===== src/rtl/uart_rx_if.sv =====
// rtl/uart_rx_if.sv - consumer-side handshake between uart_rx and its reader
interface uart_rx_if;
    logic       clr_rdy;
    logic [7:0] rx_data;
    logic       rdy;
    logic       frame_err;
    logic       overrun;

    modport master (
        input  clr_rdy,
        output rx_data,
        output rdy,
        output frame_err,
        output overrun
    );

    modport slave (
        output clr_rdy,
        input  rx_data,
        input  rdy,
        input  frame_err,
        input  overrun
    );
endinterface


===== src/rtl/uart_rx.sv =====
// rtl/uart_rx.sv - 8N1 UART receiver, oversampled with a 3-sample majority vote
module uart_rx #(
    parameter int OVERSAMPLE = 16
) (
    input  logic      clk,
    input  logic      rst,
    input  logic      RX,
    input  logic      brg_en,
    uart_rx_if.master bus
);
    localparam int TW  = $clog2(OVERSAMPLE);
    localparam int MID = OVERSAMPLE / 2;
    localparam logic [TW-1:0] T_PRE  = TW'(MID - 1);
    localparam logic [TW-1:0] T_MID  = TW'(MID);
    localparam logic [TW-1:0] T_POST = TW'(MID + 1);
    localparam logic [TW-1:0] T_LAST = TW'(OVERSAMPLE - 1);

    typedef enum logic [2:0] {S_IDLE, S_START, S_DATA, S_STOP, S_BREAK} state_t;

    state_t        state_q, state_d;
    logic          sync1_q, sync2_q;
    logic [TW-1:0] tick_q, tick_d;
    logic [2:0]    bit_q, bit_d;
    logic [7:0]    shift_q, shift_d;
    logic [1:0]    smp_q, smp_d;
    logic [7:0]    data_q, data_d;
    logic          rdy_q, rdy_d;
    logic          ferr_q, ferr_d;
    logic          ovr_q, ovr_d;

    logic rx_s, tick_en, decide, boundary, vote;

    assign rx_s     = sync2_q;
    assign tick_en  = brg_en && (state_q != S_IDLE) && (state_q != S_BREAK);
    assign decide   = tick_en && (tick_q == T_POST);
    assign boundary = tick_en && (tick_q == T_LAST);
    // Third sample is taken live on the decision tick rather than registered.
    assign vote     = (smp_q[0] & smp_q[1]) | (smp_q[0] & rx_s) | (smp_q[1] & rx_s);

    always_ff @(posedge clk) begin
        if (rst) begin
            state_q <= S_IDLE;
            sync1_q <= 1'b1;
            sync2_q <= 1'b1;
            tick_q  <= '0;
            bit_q   <= '0;
            shift_q <= '0;
            smp_q   <= '0;
            data_q  <= '0;
            rdy_q   <= 1'b0;
            ferr_q  <= 1'b0;
            ovr_q   <= 1'b0;
        end else begin
            state_q <= state_d;
            sync1_q <= RX;
            sync2_q <= sync1_q;
            tick_q  <= tick_d;
            bit_q   <= bit_d;
            shift_q <= shift_d;
            smp_q   <= smp_d;
            data_q  <= data_d;
            rdy_q   <= rdy_d;
            ferr_q  <= ferr_d;
            ovr_q   <= ovr_d;
        end
    end

    always_comb begin
        state_d = state_q;
        case (state_q)
            S_IDLE:  if (!rx_s) state_d = S_START;
            S_START: begin
                if (decide && vote) state_d = S_IDLE;
                else if (boundary)  state_d = S_DATA;
            end
            S_DATA:  if (boundary && bit_q == 3'd7) state_d = S_STOP;
            // Leave at mid-stop so a back-to-back start edge is still caught.
            S_STOP:  if (decide) state_d = vote ? S_IDLE : S_BREAK;
            S_BREAK: if (rx_s) state_d = S_IDLE;
            default: state_d = S_IDLE;
        endcase
    end

    always_comb begin
        tick_d  = tick_q;
        bit_d   = bit_q;
        shift_d = shift_q;
        smp_d   = smp_q;
        data_d  = data_q;
        rdy_d   = rdy_q  & ~bus.clr_rdy;
        ferr_d  = ferr_q & ~bus.clr_rdy;
        ovr_d   = ovr_q  & ~bus.clr_rdy;

        if (state_d == S_IDLE || state_d == S_BREAK)
            tick_d = '0;
        else if (tick_en)
            tick_d = (tick_q == T_LAST) ? '0 : tick_q + 1'b1;

        if (tick_en && tick_q == T_PRE) smp_d[0] = rx_s;
        if (tick_en && tick_q == T_MID) smp_d[1] = rx_s;

        if (state_q == S_START && boundary) bit_d = 3'd0;
        if (state_q == S_DATA  && boundary) bit_d = bit_q + 3'd1;
        if (state_q == S_DATA  && decide)   shift_d = {vote, shift_q[7:1]};

        // Set events override a same-cycle clear.
        if (state_q == S_STOP && decide) begin
            if (!vote) begin
                ferr_d = 1'b1;
            end else if (!rdy_q || bus.clr_rdy) begin
                data_d = shift_q;
                rdy_d  = 1'b1;
            end else begin
                ovr_d = 1'b1;
            end
        end
    end

    assign bus.rx_data   = data_q;
    assign bus.rdy       = rdy_q;
    assign bus.frame_err = ferr_q;
    assign bus.overrun   = ovr_q;
endmodule


===== src/flat_wrapper.sv =====
// flat-port wrapper written by rule: the top's interface ports become plain ports
module uart_rx_flat 
#(
    parameter int OVERSAMPLE = 16
)
  (clk, rst, RX, brg_en, bus_clr_rdy, bus_rx_data, bus_rdy, bus_frame_err, bus_overrun);
  uart_rx_if bus_i ();
  input  logic clk;
  input  logic rst;
  input  logic RX;
  input  logic brg_en;
  input wire logic [$bits(bus_i.clr_rdy)-1:0] bus_clr_rdy;
  output wire logic [$bits(bus_i.rx_data)-1:0] bus_rx_data;
  output wire logic [$bits(bus_i.rdy)-1:0] bus_rdy;
  output wire logic [$bits(bus_i.frame_err)-1:0] bus_frame_err;
  output wire logic [$bits(bus_i.overrun)-1:0] bus_overrun;
  assign bus_i.clr_rdy = bus_clr_rdy;
  assign bus_rx_data = bus_i.rx_data;
  assign bus_rdy = bus_i.rdy;
  assign bus_frame_err = bus_i.frame_err;
  assign bus_overrun = bus_i.overrun;
  uart_rx #(.OVERSAMPLE(OVERSAMPLE)) u_core (.clk(clk), .rst(rst), .RX(RX), .brg_en(brg_en), .bus(bus_i));
endmodule

===== config.mk =====
export PLATFORM = sky130hd
export DESIGN_NAME = uart_rx_flat
export DESIGN_NICKNAME = d
export VERILOG_FILES = /design/src/rtl/uart_rx_if.sv /design/src/rtl/uart_rx.sv /design/src/flat_wrapper.sv
export SDC_FILE = /design/constraint.sdc
export NUM_CORES = 1
export LEC_CHECK = 0
export ABC_AREA = 1
export BUFFER_PORTS_ARGS = -buffer_cell sky130_fd_sc_hd__buf_4
export CORE_ASPECT_RATIO = 0.6
export CORE_UTILIZATION = 56
export CTS_CLUSTER_SIZE = 14
export DETAILED_ROUTE_END_ITERATION = 7
export PLACE_DENSITY = 0.83
export SYNTH_ARGS = -nofsm -noshare
export SYNTH_HDL_FRONTEND = slang
export SYNTH_SLANG_ARGS = --single-unit
export TNS_END_PERCENT = 1

===== constraint.sdc =====
create_clock -name clk -period 1.8 [get_ports clk]
set_input_delay 0.09 -clock clk [delete_from_list [all_inputs] [get_ports clk]]
set_output_delay 0.09 -clock clk [all_outputs]
set_load 0.02 [all_outputs]

==> results of run 1 <==
[layer usage]
layer / global-route usage / share of wire / wire (um) / vias to the layer above
met5: 0 / 0 / 0 / -
met4: 0.113 / 0.021 / 63 / 0
met3: 0.0742 / 0.057 / 168 / 8
met2: 0.322 / 0.42 / 1240 / 43
met1: 0.345 / 0.50 / 1480 / 575
li1: - / - / - / 647
[cell type report]
| cell class | count | area share |
|---|---|---|
| Clock inverter | 1 | 0.0172 |
| Inverter | 28 | 0.0616 |
| Timing Repair Buffer | 17 | 0.0745 |
| Clock buffer | 7 | 0.0494 |
| Tap cell | 32 | 0.0229 |
| Sequential cell | 33 | 0.378 |
| Multi-Input combinational cell | 123 | 0.396 |
[state kept, by name, indices dropped and copies added (netlist names)]
register / cells
u_core.bus.rx_data: 8
u_core.shift_q: 8
u_core.tick_q: 4
u_core.bit_q: 3
u_core.state_q: 3
u_core.smp_q: 2
u_core.bus.frame_err: 1
u_core.bus.overrun: 1
u_core.bus.rdy: 1
u_core.rx_s: 1
u_core.sync1_q: 1
[power by group]
part / internal (mW) / switching [mW] / leakage (nW)
logic: 0.0193 / 0.0315 / 0.415
registers: 0.734 / 0.00286 / 0.266
clock network: 0.451 / 0.264 / 0.0585
total: 1.20 / 0.298 / 0.740
[cell families (layout without fill, tap and decap cells)]
group	Yosys count	in the layout	synth area share
DFF	33	33	0.445
adders and majority gates	5	5	0.0422
and+or+nand+nor	72	72	0.255
buffers and inverters	32	53	0.0885
AOI/OAI and AO/OA	46	46	0.169
[synth_stat cells, types with 2 or more instances]
master and instances:
o21ai_2 2, nor2_2 4, a21oi_2 2, a21oi_1 20
nor2_1 22, clkbuf_1 2, nand3_1 9, o21ai_0 20
inv_1 26, nand4_1 2, dfxtp_1 33, nor3_1 2
nand2_2 3, nand2_1 22, ha_1 5, or2_2 2
[worst max-delay path: cells and delay by family (launching register included)]
| kind | cells | cell delay, ns |
|---|---|---|
| DFF | 1 | 0.33 |
| and+or+nand+nor | 3 | 0.50 |
| adders and majority gates | 1 | 0.16 |
| AOI/OAI and AO/OA | 2 | 0.31 |
| buffers and inverters | 3 | 0.23 |
[path summary, 6_finish.rpt]
check                           startpoint                                  to  slack [ns]  cells past startpoint
min reg2reg      u_core.sync1_q$_SDFF_PP1_              u_core.rx_s$_SDFF_PP1_        0.41                      1
max reg2reg  u_core.tick_q[1]$_SDFFE_PP0P_  u_core.bus.rx_data[6]$_SDFFE_PP0P_        0.13                      9
max          u_core.tick_q[1]$_SDFFE_PP0P_  u_core.bus.rx_data[6]$_SDFFE_PP0P_        0.13                      9
min                                    rst           u_core.bus.rdy$_SDFF_PP0_        0.05                      2
[what timing repair did]
item                                   in CTS  in global routing
endpoints found under the hold margin       1                  0
setup endpoints to repair                   0                  1
hold buffers                                1                  0
gates resized for setup                     0                  2
[metrics by stage]
step,hold WS (ns),setup slack (ns),utilization,instances
2_1_floorplan,0.194,0.424,-,188
3_3_place_gp,0.276,0.267,0.647,232
3_5_place_dp,0.278,0.168,0.647,232
4_1_cts,0.0445,0.148,0.697,241
5_1_grt,0.0647,0.00172,0.697,241
6_report,0.0502,0.128,0.697,241
==> reports/metrics.cfg, run 1 <==
[yosys]
synth_area_um2=1480
syn_nets=198
synth_seq_cells=33
synth.area.top_cells=dfxtp_1 (45%), a21oi_1 (6.7%), o21ai_0 (6.7%), inv_1 (6.6%), nand2_1 (5.6%)
synth_seq_area_share=0.445
syn_inst=188
yosysTopAreaCell=dfxtp_1
synth_edf_count=0
synth_top_area_frac=0.445
synth_flop_cell=dfxtp_1
async_flop_share=0
ys_warn_count=0
synth.distinct_cells=28
avgSynthCellArea_um2=7.89

[clocking]
htreeDepth=2
cts_buffers=5
clkLatencyLatePin_ns=0.29
clk_pin_slew_ns=0.06
clk_path_buf_depth=2
cts_tree=yes
clock-sinks=33
post_cts_buffers=0
cts-root-buf=clkbuf_8

[detailed_routing]
wl_um=2960
wl_per_cell_um=12.3
via_count=1273
drtIter0Drc=75
ant_nets=0
drt_first_pass_iters=6
routed_via_density=5.28
drc=0

[critical_path]
cp.required_ns=1.97
cpMaxStageDelayCell=dfxtp_1
crit_type=reg2reg
worstSetupStartpointType=flip-flop
worstPathMaxFanout=16
crit_path_cell_trace=inv_1 -> ha_1 -> inv_1 -> nor2_2 -> nand2_4 -> inv_4 -> nand4_4 -> o21ai_0 -> a21oi_1
slowest_delay_ns=0.33
worst_path_most_repeated_cell=inv_1
endpoint_kind=flip-flop
crit_arrival_ns=1.84

[die]
dieArea_um2=2870
rows=14
die_w_um=68.5
start_util=0.592
die_h_um=41.9
core_um2=2500
io_pins=16

[layout]
multi_input_area_um2=692
syn_to_final_growth_pct=17.7
n_fill_cell=191
drive_gt1_frac=0.211
design_area_um2=1750
mostFrequentLayoutCells=dfxtp_1 (33), inv_1 (26), nand2_1 (22), nor2_1 (22), a21oi_1 (20)
final_common_cell=dfxtp_1
nets=218
seq_area_um2=661
num_antenna_cells=0

[grt]
grt_pass1_wl_um=4860
grt.total_usage=0.240
grt_max_degree=21
grt_pass1_vias=1062
antenna_found_initial=0
grt-ovfl-total=0

[timing]
fmax_ghz=0.598
finalCritPeriodShare=0.929
rsz0062_at_grt=false
setup_viol=0
hold_violations=0
slew_headroom=0.641
maxSlewViolCount=0
worst_clock_skew_ns=0.00280
layout_min_cycle_time_ns=1.67
worst_pin_slew_ns=0.538
setup_tns_ns=0

[pwr]
leakagePower_nw=0.740
vdd_drop_max_mv=0.490
power_mw=1.50
power.density_nw_per_um2=860

[placement]
dpl_cell_area_um2=1620
routabilityCongestion=0.846
dp_hpwl_um=2130
port_buffers=15

[min_path]
min_path_type=in2reg

[run]
drv_cap=0

[status]
status=completed

Note: power is estimated with default switching activity, not from simulation.
==> run 2: changes to the inputs <==
==> constraint.sdc (replaced) <==
create_clock -name clk -period 1.8 [get_ports clk]
set_input_delay 0.36 -clock clk [delete_from_list [all_inputs] [get_ports clk]]
set_output_delay 0.36 -clock clk [all_outputs]
set_load 0.02 [all_outputs]
==> run 2 against run 1 <==
Cell count fell by 0.41%. Final area fell by 1.9%. Sequential power barely moved. Non-clock buffer count did not move. Via count fell by 1.9%. Clock-buffer cell count did not move. Routed wire length fell by 4.8%. Largest power group unchanged.
==> reports/metrics.cfg, run 2 (synthesis gave the netlist of run 1 again) <==
[status]
status=completed

[layout]
multi_input_area_um2=692
num_antenna_cells=0
syn_to_final_growth_pct=15.5
final_common_cell=dfxtp_1
n_fill_cell=223
seq_area_um2=661
mostFrequentLayoutCells=dfxtp_1 (33), inv_1 (26), nand2_1 (22), nor2_1 (22)
nets=218
drive_gt1_frac=0.212

[timing]
fmax_ghz=0.629
rsz0062_at_grt=false
setup_tns_ns=0
finalCritPeriodShare=0.883
slew_headroom=0.744
worst_clock_skew_ns=0.00560
hold_violations=0
holdWs_ns=0.263
worst_pin_slew_ns=0.383
layout_min_cycle_time_ns=1.59
maxSlewViolCount=0
setup_viol=0

[detailed_routing]
drt_first_pass_iters=6
drc=0
drtIter0Drc=106
via_count=1249
wl_per_cell_um=11.7
wl_um=2820
routed_via_density=5.20
ant_nets=0

[pwr]
p_clk_frac=0.408
p_comb_frac=0.038
leakagePower_nw=0.726
intPower_mw=1.06
swShare=0.206
vdd_drop_max_mv=0.556
p_seq_frac=0.554
power_switching_mw=0.274
power.density_nw_per_um2=776

[run]
drv_cap=0

[critical_path]
crit_type=reg2reg
worstSetupStartpointType=flip-flop
cp.required_ns=1.98
endpoint_kind=flip-flop
crit_arrival_ns=1.76
worstPathMaxFanout=10

[clocking]
cts_tree=yes
post_cts_buffers=0
htreeDepth=2
clkLatencyLatePin_ns=0.28
clock-sinks=33
cts_buffers=5
cts.repair.resized=0
clk_pin_slew_ns=0.06
cts_hold_buf=0
cts-root-buf=clkbuf_8
clk_path_buf_depth=2

[die]
dieArea_um2=2870
core_um2=2500
rows=14
die_h_um=41.9
die_w_um=68.5
io_pins=16
start_util=0.592

[grt]
antenna_found_initial=0
grt.total_usage=0.217
grt-ovfl-total=0
grt_pass1_wl_um=4450
grt_max_degree=17
grt_pass1_vias=1040

[placement]
port_buffers=15
routabilityCongestion=0.848
dp_hpwl_um=2130

[min_path]
min_path_type=in2reg

run 2: final timing paths:
path / from / end / slack, ns / depth (start not counted)
setup / recovery: u_core.tick_q[1]$_SDFFE_PP0P_ / u_core.shift_q[1]$_SDFFE_PP0P_ / 0.21 / 9
hold / removal: RX / u_core.sync1_q$_SDFF_PP1_ / 0.26 / 2
setup reg to reg: u_core.tick_q[1]$_SDFFE_PP0P_ / u_core.shift_q[1]$_SDFFE_PP0P_ / 0.21 / 9
hold reg to reg: u_core.sync1_q$_SDFF_PP1_ / u_core.rx_s$_SDFF_PP1_ / 0.44 / 1
run 2: metrics by stage:
step           instance area [um^2]  total power [mW]  worst slack [ns]  instances  utilization
2_1_floorplan                  1480             0.787             0.424        188            -
3_3_place_gp                   1630             0.801             0.290        233        0.650
3_5_place_dp                   1630             0.803             0.263        233        0.650
4_1_cts                        1710              1.34             0.247        240        0.684
5_1_grt                        1710              1.38            0.0480        240        0.684
6_report                       1710              1.33             0.211        240        0.684
run 2: power groups by stage:
| stage | sequential, mW | combinational, mW | clock (mW) |
|---|---|---|---|
| floorplan | 0.752 | 0.0348 | 0 |
| global placement | 0.752 | 0.0487 | 0 |
| detailed placement | 0.753 | 0.0501 | 0 |
| CTS | 0.737 | 0.0506 | 0.554 |
| global route | 0.736 | 0.0570 | 0.584 |
| finish | 0.737 | 0.0506 | 0.543 |
run 2: worst max-delay path: stages (launching register included):
cell	delay, ns
dfxtp_1	0.32
inv_1	0.09
ha_1	0.15
inv_1	0.04
nor2_2	0.16
nand2_4	0.10
nor2_4	0.21
inv_1	0.19
nor2_1	0.16
nor2_1	0.07
run 2: layout make-up:
class | instances | share of cell area
multi-input combinational | 123 | 0.404
sequential | 33 | 0.385
timing repair buffer | 17 | 0.0745
inverter | 28 | 0.0628
clock buffer | 7 | 0.0504
tap | 32 | 0.0234
run 2: metal layers:
| metal | share of wire | track usage |
|---|---|---|
| met3 | 0.070 | 0.0742 |
| met4 | 0.019 | 0.100 |
| met1 | 0.50 | 0.312 |
| met5 | 0 | 0 |
| met2 | 0.41 | 0.288 |
==> run 3: changes to the inputs <==
Settings changed: GPL_TIMING_DRIVEN from default to 0.
==> run 3 against run 2 <==
Sequential cell count did not move. Routed wire length grew 4.6%. Die area stayed put. Via count increased by 0.32%. Hold slack worse by 0.0069 ns. First-iteration DRC count shrank 27%. Cell count is 1.3% higher. Fmax is 1.2% higher.
==> reports/metrics.cfg, run 3 (synthesis gave the netlist of run 1 again) <==
[die]
dieArea_um2=2870
core_um2=2500
die_w_um=68.5
io_pins=16
rows=14
start_util=0.592
die_h_um=41.9

[critical_path]
r2r-end=u_core.tick_q[3]$_SDFFE_PP0P_
cpMaxStageDelayCell=dfxtp_1
worstPathMaxFanout=5
rr_worst_depth=9
worst_path_most_repeated_cell=nand2_2
crit_end=u_core.tick_q[3]$_SDFFE_PP0P_
worstSetupStartpointType=flip-flop
reg2reg_slack_ns=0.23
endpoint_kind=flip-flop
crit_arrival_ns=1.79
crit_path_cell_trace=ha_1 -> nand2_1 -> nor2_2 -> nand2_2 -> nor2_2 -> nand2_2 -> nand3_2 -> nand2_2 -> a21oi_1
rr_startpoint=u_core.tick_q[0]$_SDFFE_PP0P_
crit_path_start=u_core.tick_q[0]$_SDFFE_PP0P_
cp.required_ns=2.02
crit_type=reg2reg
slowest_delay_ns=0.38

[timing]
worst_clock_skew_ns=0.00283
worst_pin_slew_ns=0.466
setup_tns_ns=0
fmax_ghz=0.637
layout_min_cycle_time_ns=1.57
setup_viol=0
fin_ws_ns=0.229
hold_violations=0
rsz0062_at_grt=false
slew_headroom=0.689
holdWs_ns=0.256
maxSlewViolCount=0
finalCritPeriodShare=0.873

[detailed_routing]
drc=0
wl_met2_um=1270
drtIter0Drc=77
wl_met3_um=184
via_count=1253
drt_first_pass_iters=4
routed_via_density=5.16
wl_per_cell_um=12.1
ant_nets=0
routed.top_layer=met4
wl_met1_um=1450
wl_um=2950

[grt]
grt_pass1_wl_um=5010
grt-ovfl-total=0
grt.total_usage=0.246
antenna_found_initial=0
grt_max_degree=11
grt_pass1_vias=1138

[placement]
place_ws_ns=0.261
routabilityCongestion=0.865
port_buffers=15
dp_hpwl_um=2190

[run]
drv_cap=0

[layout]
multi_input_area_um2=692
nets=220
seq_area_um2=661
final_common_cell=dfxtp_1
drive_gt1_frac=0.204
syn_to_final_growth_pct=15.7
mostFrequentLayoutCells=dfxtp_1 (33), inv_1 (26), nand2_1 (22), nor2_1 (22)
num_antenna_cells=0
n_fill_cell=212

[clocking]
post_cts_buffers=0
cts_hold_buf=0
clock-sinks=33
cts.repair.resized=0
clkLatencyLatePin_ns=0.29
clk_path_buf_depth=2
clk_pin_slew_ns=0.06
cts_tree=yes
cts-root-buf=clkbuf_8
htreeDepth=2
cts_buffers=5

[min_path]
min_path_type=in2reg

[status]
status=completed

[pwr]
vdd_drop_max_mv=0.456
power.density_nw_per_um2=768
leakagePower_nw=0.724

## run 3: worst max-delay path: cells and delay by family (launching register included)
kind / cells / cell delay (ns)
AND/OR/NAND/NOR: 7 / 0.80
flip-flops: 1 / 0.38
adder cells (fa/ha/maj): 1 / 0.18
AO/OA/AOI/OAI: 1 / 0.14
## run 3: area by class of cell
class / instances / area share
inverter: 28 / 0.0627
timing repair buffer: 15 / 0.0656
clock buffer: 8 / 0.0466
tap: 32 / 0.0233
sequential: 33 / 0.385
multi-input combinational: 123 / 0.403
buffer: 4 / 0.0138
## run 3: worst min-delay path by stage
stage	startpoint	end	slack, ns	cells after the start
detailed placement	u_core.sync1_q$_SDFF_PP1_	u_core.rx_s$_SDFF_PP1_	0.39	1
finish	RX	u_core.sync1_q$_SDFF_PP1_	0.26	2
global placement	u_core.sync1_q$_SDFF_PP1_	u_core.rx_s$_SDFF_PP1_	0.40	1
global route	RX	u_core.sync1_q$_SDFF_PP1_	0.26	2
floorplan	u_core.sync1_q$_SDFF_PP1_	u_core.rx_s$_SDFF_PP1_	0.39	1
CTS	RX	u_core.sync1_q$_SDFF_PP1_	0.25	2
## run 3: per-layer routing
layer,vias to the layer above,GRT usage
met4,0,0.100
met3,7,0.0824
met2,40,0.339
met5,-,0
li1,654,-
met1,552,0.348
## run 3: power breakdown
part | total (mW) | internal (mW) | switching, mW | leakage (nW)
Clock | 0.532 | 0.274 | 0.257 | 0.0395
Sequential | 0.737 | 0.734 | 0.00315 | 0.266
Combinational | 0.0501 | 0.0182 | 0.0319 | 0.418
Total | 1.32 | 1.03 | 0.292 | 0.724
## run 3: per-stage QoR
stage | instances | instance area, um^2 | power (mW) | utilization
floorplan | 188 | 1480 | 0.787 | -
global placement | 235 | 1640 | 0.801 | 0.653
detailed placement | 235 | 1640 | 0.803 | 0.653
CTS | 243 | 1720 | 1.32 | 0.685
global route | 243 | 1720 | 1.35 | 0.685
finish | 243 | 1720 | 1.32 | 0.685
